**src/rtl/fpu_issue_arb_if.sv**
```systemverilog
// Handshake bundle between the requesters, the shared-FPU issue arbiter and the FPU itself.
// master = arbiter side, slave = requesters/FPU side.
interface fpu_issue_arb_if #(
    parameter int unsigned NREQ  = 4,
    parameter int unsigned REQ_W = 128,
    parameter int unsigned ID_W  = 2
);
    logic [NREQ-1:0]       req_valid;
    logic [NREQ-1:0]       req_ready;
    logic [NREQ*REQ_W-1:0] req_data;
    logic                  fpu_valid_i;
    logic [REQ_W-1:0]      fpu_data;
    logic [ID_W-1:0]       fpu_user_i;
    logic                  fpu_ready_o;
    logic                  fpu_valid_o;
    logic [ID_W-1:0]       fpu_user_o;
    logic                  fpu_stall_i;
    logic [NREQ-1:0]       rsp_valid;
    logic [NREQ-1:0]       rsp_ready;
    logic                  tag_err;

    modport master (
        input  req_valid, req_data, fpu_ready_o, fpu_valid_o, fpu_user_o, rsp_ready,
        output req_ready, fpu_valid_i, fpu_data, fpu_user_i, fpu_stall_i, rsp_valid, tag_err
    );

    modport slave (
        output req_valid, req_data, fpu_ready_o, fpu_valid_o, fpu_user_o, rsp_ready,
        input  req_ready, fpu_valid_i, fpu_data, fpu_user_i, fpu_stall_i, rsp_valid, tag_err
    );
endinterface

```
**src/rtl/fpu_issue_arb.sv**
```systemverilog
// Round-robin issue arbiter sharing one FPU between NREQ requesters, with per-requester credits
// and tag-based result steering. Define FPU_ARB_PRIO_EN to give requester 0 fixed top priority.
module fpu_issue_arb #(
    parameter int unsigned NREQ      = 4,
    parameter int unsigned REQ_W     = 128,
    parameter int unsigned ID_W      = 2,
    parameter int unsigned MAX_OUTST = 3
) (
    input  logic            clk,
    input  logic            rst,
    fpu_issue_arb_if.master bus
);
    localparam int unsigned PTR_W = (NREQ > 1) ? $clog2(NREQ) : 1;
    localparam int unsigned CNT_W = $clog2(MAX_OUTST + 1);
    localparam logic [CNT_W-1:0] CNT_MAX = CNT_W'(MAX_OUTST);

    logic [PTR_W-1:0] ptr_q, ptr_d;
    logic [CNT_W-1:0] cnt_q [NREQ];
    logic [CNT_W-1:0] cnt_d [NREQ];
    logic             valid_q, valid_d;
    logic [REQ_W-1:0] data_q, data_d;
    logic [ID_W-1:0]  user_q, user_d;
    logic             tag_err_q, tag_err_d;

    logic [NREQ-1:0]  eligible;
    logic             found;
    logic [PTR_W-1:0] idx;
    logic [PTR_W-1:0] winner;
    logic [REQ_W-1:0] win_data;
    logic             load;
    logic             accept;

    logic             tag_live;
    logic             tag_rdy;
    logic             good;
    logic             rsp_hs;
    logic             bad_tag;

    // Winner search starts at ptr and wraps; credit-exhausted requesters are skipped.
    always_comb begin
        eligible = '0;
        for (int unsigned i = 0; i < NREQ; i++) begin
            eligible[i] = bus.req_valid[i] && (cnt_q[i] < CNT_MAX);
        end
        found  = 1'b0;
        idx    = '0;
        winner = '0;
        for (int unsigned k = 0; k < NREQ; k++) begin
            idx = PTR_W'((32'(ptr_q) + k) % NREQ);
            if (!found && eligible[idx]) begin
                winner = idx;
                found  = 1'b1;
            end
        end
`ifdef FPU_ARB_PRIO_EN
        if (eligible[0]) begin
            winner = '0;
        end
`endif
        win_data = '0;
        for (int unsigned i = 0; i < NREQ; i++) begin
            if (winner == PTR_W'(i)) begin
                win_data = bus.req_data[i*REQ_W +: REQ_W];
            end
        end
    end

    assign load   = ~valid_q | bus.fpu_ready_o;
    assign accept = load & found & ~rst;

    always_comb begin
        bus.req_ready = '0;
        for (int unsigned i = 0; i < NREQ; i++) begin
            if (accept && (winner == PTR_W'(i))) begin
                bus.req_ready[i] = 1'b1;
            end
        end
    end

    // A tag is live only if it names a real requester that still has an op in flight.
    always_comb begin
        tag_live = 1'b0;
        tag_rdy  = 1'b0;
        for (int unsigned i = 0; i < NREQ; i++) begin
            if (32'(bus.fpu_user_o) == i) begin
                tag_live = (cnt_q[i] != '0);
                tag_rdy  = bus.rsp_ready[i];
            end
        end
        good    = bus.fpu_valid_o & tag_live & ~rst;
        rsp_hs  = good & tag_rdy;
        bad_tag = bus.fpu_valid_o & ~tag_live;

        bus.rsp_valid = '0;
        for (int unsigned i = 0; i < NREQ; i++) begin
            bus.rsp_valid[i] = good && (32'(bus.fpu_user_o) == i);
        end
        bus.fpu_stall_i = good & ~tag_rdy;
    end

    always_comb begin
        ptr_d     = ptr_q;
        valid_d   = valid_q;
        data_d    = data_q;
        user_d    = user_q;
        tag_err_d = tag_err_q | bad_tag;
        if (load) begin
            valid_d = accept;
            if (accept) begin
                data_d = win_data;
                user_d = ID_W'(winner);
`ifdef FPU_ARB_PRIO_EN
                if (winner != '0) begin
                    ptr_d = PTR_W'((32'(winner) + 1) % NREQ);
                end
`else
                ptr_d = PTR_W'((32'(winner) + 1) % NREQ);
`endif
            end
        end

        // Simultaneous accept and result for the same requester cancel out.
        for (int unsigned i = 0; i < NREQ; i++) begin
            cnt_d[i] = cnt_q[i];
            if ((accept && (winner == PTR_W'(i))) &&
                !(rsp_hs && (32'(bus.fpu_user_o) == i))) begin
                cnt_d[i] = cnt_q[i] + CNT_W'(1);
            end else if (!(accept && (winner == PTR_W'(i))) &&
                         (rsp_hs && (32'(bus.fpu_user_o) == i))) begin
                cnt_d[i] = cnt_q[i] - CNT_W'(1);
            end
        end
    end

    always_ff @(posedge clk or posedge rst) begin
        if (rst) begin
            ptr_q     <= '0;
            valid_q   <= 1'b0;
            data_q    <= '0;
            user_q    <= '0;
            tag_err_q <= 1'b0;
            for (int unsigned i = 0; i < NREQ; i++) begin
                cnt_q[i] <= '0;
            end
        end else begin
            ptr_q     <= ptr_d;
            valid_q   <= valid_d;
            data_q    <= data_d;
            user_q    <= user_d;
            tag_err_q <= tag_err_d;
            for (int unsigned i = 0; i < NREQ; i++) begin
                cnt_q[i] <= cnt_d[i];
            end
        end
    end

    assign bus.fpu_valid_i = valid_q;
    assign bus.fpu_data    = data_q;
    assign bus.fpu_user_i  = user_q;
    assign bus.tag_err     = tag_err_q;
endmodule

```
**src/flat_wrapper.sv**
```systemverilog
// flat-port wrapper written by rule: the top's interface ports become plain ports
module fpu_issue_arb_flat 
#(
    parameter int unsigned NREQ      = 4,
    parameter int unsigned REQ_W     = 128,
    parameter int unsigned ID_W      = 2,
    parameter int unsigned MAX_OUTST = 3
)
  (clk, rst, bus_req_valid, bus_req_data, bus_fpu_ready_o, bus_fpu_valid_o, bus_fpu_user_o, bus_rsp_ready, bus_req_ready, bus_fpu_valid_i, bus_fpu_data, bus_fpu_user_i, bus_fpu_stall_i, bus_rsp_valid, bus_tag_err);
  fpu_issue_arb_if #(.NREQ(NREQ), .REQ_W(REQ_W), .ID_W(ID_W)) bus_i ();
  input  logic clk;
  input  logic rst;
  input wire logic [$bits(bus_i.req_valid)-1:0] bus_req_valid;
  input wire logic [$bits(bus_i.req_data)-1:0] bus_req_data;
  input wire logic [$bits(bus_i.fpu_ready_o)-1:0] bus_fpu_ready_o;
  input wire logic [$bits(bus_i.fpu_valid_o)-1:0] bus_fpu_valid_o;
  input wire logic [$bits(bus_i.fpu_user_o)-1:0] bus_fpu_user_o;
  input wire logic [$bits(bus_i.rsp_ready)-1:0] bus_rsp_ready;
  output wire logic [$bits(bus_i.req_ready)-1:0] bus_req_ready;
  output wire logic [$bits(bus_i.fpu_valid_i)-1:0] bus_fpu_valid_i;
  output wire logic [$bits(bus_i.fpu_data)-1:0] bus_fpu_data;
  output wire logic [$bits(bus_i.fpu_user_i)-1:0] bus_fpu_user_i;
  output wire logic [$bits(bus_i.fpu_stall_i)-1:0] bus_fpu_stall_i;
  output wire logic [$bits(bus_i.rsp_valid)-1:0] bus_rsp_valid;
  output wire logic [$bits(bus_i.tag_err)-1:0] bus_tag_err;
  assign bus_i.req_valid = bus_req_valid;
  assign bus_i.req_data = bus_req_data;
  assign bus_i.fpu_ready_o = bus_fpu_ready_o;
  assign bus_i.fpu_valid_o = bus_fpu_valid_o;
  assign bus_i.fpu_user_o = bus_fpu_user_o;
  assign bus_i.rsp_ready = bus_rsp_ready;
  assign bus_req_ready = bus_i.req_ready;
  assign bus_fpu_valid_i = bus_i.fpu_valid_i;
  assign bus_fpu_data = bus_i.fpu_data;
  assign bus_fpu_user_i = bus_i.fpu_user_i;
  assign bus_fpu_stall_i = bus_i.fpu_stall_i;
  assign bus_rsp_valid = bus_i.rsp_valid;
  assign bus_tag_err = bus_i.tag_err;
  fpu_issue_arb #(.NREQ(NREQ), .REQ_W(REQ_W), .ID_W(ID_W), .MAX_OUTST(MAX_OUTST)) u_core (.clk(clk), .rst(rst), .bus(bus_i));
endmodule
```
**config.mk**
```make
export PLATFORM = sky130hd
export DESIGN_NAME = fpu_issue_arb_flat
export DESIGN_NICKNAME = d
export VERILOG_FILES = /design/src/rtl/fpu_issue_arb_if.sv /design/src/rtl/fpu_issue_arb.sv /design/src/flat_wrapper.sv
export SDC_FILE = /design/constraint.sdc
export NUM_CORES = 1
export LEC_CHECK = 0
export BUFFER_PORTS_ARGS = -buffer_cell sky130_fd_sc_hd__buf_2
export CELL_PAD_IN_SITES_DETAIL_PLACEMENT = 1
export CELL_PAD_IN_SITES_GLOBAL_PLACEMENT = 2
export CORE_AREA = 2 2 257 259
export DETAILED_ROUTE_END_ITERATION = 8
export DIE_AREA = 0 0 259 261
export PLACE_DENSITY = 0.61
export SETUP_SLACK_MARGIN = 0.1
export SLEW_MARGIN = 20
export SYNTH_ARGS = -nofsm -noshare
export SYNTH_HDL_FRONTEND = slang
export SYNTH_SLANG_ARGS = --single-unit
export TNS_END_PERCENT = 50
```
**constraint.sdc**
```tcl
create_clock -name clk -period 6.5 [get_ports clk]
set_input_delay 0.325 -clock clk [delete_from_list [all_inputs] [get_ports clk]]
set_output_delay 0.325 -clock clk [all_outputs]
set_load 0.01 [all_outputs]
```
==> metrics.cfg <==
[critical_path]
worstPathRequired_ns = 6.88
critPathCaptureType = register
worst_setup_path_start_kind = register
crit_fanout = 69
worstSetupPathType = register to register
crit_arrival_ns = 4.65

[logic_synthesis]
yosysWarningCount = 0
synth_cell_types = 42
synth_top_flop_cell = dfrtp_1
ys_async_sr_fraction = 1.00
synth_nets = 1705
synthTopCellsByArea = dfrtp_1 (35%), a221o_1 (13%), o211ai_1 (9.4%)
syn_area_per_cell_um2 = 8.72
ys_seq_elements = 142
synth_top_area_frac = 0.348
syn_inst = 1172
synth-edff-count = 0
synth.cell_area_um2 = 10200
ys_seq_area_frac = 0.348
yosys.area.top_type = dfrtp_1

[global_route]
grt_antenna_before_repair = 26
grt_max_degree = 128
grt_overflow = 0
grt_pass1_wl_um = 91700
grt_pass1_vias = 13400
grt_use_total = 0.182

[sta]
setup_viol = 0
timing.fmax_ghz = 0.234
clock_skew_ns = 0.00839
finalHoldViolCount = 0
slew_viol_final = 0
max_slew_margin = 0.293
grt_setup_unrepaired = no
fin_crit_sh = 0.657
min_period_ns = 4.27
worstMarginPinSlew_ns = 1.06
tns_ns = 0

[placed_design]
place_area_um2 = 14200
io_buffers = 666
hpwlAfterDp_um = 45700
gp_congestion = 0.859

[floorplan]
coreArea_um2 = 65000
initial_core_util = 0.157
die_h_um = 261
ios = 667
die_w_um = 259
rows = 94
die_area_um2 = 67600

[cts]
cts_made_buffers = 17
cts.reportedPaths.clkPinSlew_ns = 0.07
cts_tree = built
root_buffer = clkbuf_16
cts.sinks = 142
clk_latency_ns = 0.47
post_cts_buffers = 0
h-tree-depth = 4
cts_buffer_depth = 2

[finish]
final_net_count = 2238
drive_above_1_share = 0.430
nFillCells = 7864
area_growth_pct = 45.3
fin_area_um2 = 14800

[detailed_routing]
first_pass_iters = 5
antenna_left = 0
vias = 12800
routed_wl_um = 64000
drc_errors = 0
vias_per_cell = 4.95
detail_route.wl_per_cell_um = 24.7
drt_iter0_markers = 780

[worst_hold_path]
hp-class = input pin to register

[pwr]
power.density_nw_per_um2 = 502
finalPower_mw = 7.46
irDropWorstVdd_v = 0.000274
p_leak_nw = 6.18

[flow_run]
drv_cap = 0

[status]
outcome = finished clean

cell families after synthesis:
logic type	Yosys count	synth area share
AO/OA/AOI/OAI	534	0.378
buffers and inverters	178	0.0702
flip-flops	142	0.348
AND/OR/NAND/NOR	295	0.179
adder cells (fa/ha/maj)	7	0.00857
XOR/XNOR	12	0.0103
multiplexers	4	0.00661
cell usage in the layout (no fill, tap or decap), drive strengths merged, types with 2 or more instances in the layout:
cell        n
and3b       2
nand4     129
bufinv      2
nand2       4
mux2        2
o22ai       2
a21oi     132
and3        4
o211ai    128
inv         3
clkbuf     21
clkinvlp    2
mux4        2
nor2b       4
nor2       11
buf       688
nand2b    128
xnor2       4
or2         2
nor3b       3
clkinv      6
ha          7
a21bo       4
a31oi     129
diode      11
dfrtp     142
xor2        8
nand4b      2
a221o     128
o2bb2ai     2
a21o        2
a21boi      2
and2        2
stage by stage:
step,hold WS [ns],utilization,worst slack (ns),instances
floorplan,0.442,-,2.37,1172
global placement,0.430,0.219,2.25,2549
detailed placement,0.438,0.219,2.10,2549
CTS,0.0149,0.228,2.08,2581
global route,0.0510,0.228,1.91,2588
finish,0.0704,0.228,2.23,2592
Yosys cell counts (all sizes together) (2+ instances only):
cell type  count
mux4           2
nor2          11
nand2          4
buf           37
a21o           2
and2           2
xnor2          4
and3           4
nor3b          3
or2            2
mux2           2
a21oi        132
nand4b         2
o22ai          2
o2bb2ai        2
a221o        128
a31oi        129
a21boi         2
ha             7
a21bo          4
nor2b          4
nand2b       128
inv            3
nand4        129
xor2           8
and3b          2
clkbuf       138
o211ai       128
dfrtp        142
path summary, 6_finish.rpt:
kind	startpoint	to	slack [ns]	cells after the start
min reg2reg	u_core.bus.tag_err	u_core.bus.tag_err	0.47	1
min in group asynchronous	rst	u_core.bus.fpu_data[121]	0.47	3
max	u_core.cnt_q[6]	u_core.bus.fpu_data[10]	2.23	8
max in group asynchronous	rst	u_core.bus.fpu_data[10]	4.78	4
max reg2reg	u_core.cnt_q[6]	u_core.bus.fpu_data[10]	2.23	8
min	bus_fpu_valid_o	u_core.bus.tag_err	0.07	2
worst max-delay path, stage by stage, from the launching register on:
cell      delay (ns)
dfrtp_1         0.44
a21boi_0        0.33
a22o_1          0.30
a211oi_1        0.71
ha_4            0.81
buf_4           0.76
a221o_1         0.34
o211ai_1        0.15
a31oi_1         0.22
final cells by class:
type,count,area [µm²],share of cell area
antenna,11,27.5,0.00185
timing repair buffer,689,3530,0.238
multi-input combinational,852,6070,0.409
clock buffer,21,450,0.0303
tap,864,1080,0.0728
clock inverter,10,116,0.00784
sequential,142,3550,0.239
inverter,3,16.3,0.00110
registers in the layout (all words and copies together) (netlist names):
| register | count |
|---|---|
| u_core.bus.fpu_data | 128 |
| u_core.cnt_q | 8 |
| u_core.bus.fpu_user_i | 2 |
| u_core.ptr_q | 2 |
| u_core.bus.fpu_valid_i | 1 |
| u_core.bus.tag_err | 1 |
routing by layer:
metal,global-route usage,up-vias,share of wire
met3,0.0531,85,0.077
met2,0.308,564,0.49
met1,0.218,6347,0.40
met5,0,-,0.0016
li1,-,5818,-
met4,0.0644,16,0.026
power by group:
| group | internal, mW | total [mW] | switching, mW |
|---|---|---|---|
| sequential | 1.33 | 1.66 | 0.328 |
| clock | 0.572 | 1.01 | 0.443 |
| combinational | 1.78 | 4.78 | 3.00 |
timing repair:
action	CTS	global route
hold buffers	1	0
endpoints found under the hold margin	40	0
resized for setup	0	0
Power figures use the tool's default switching activity.
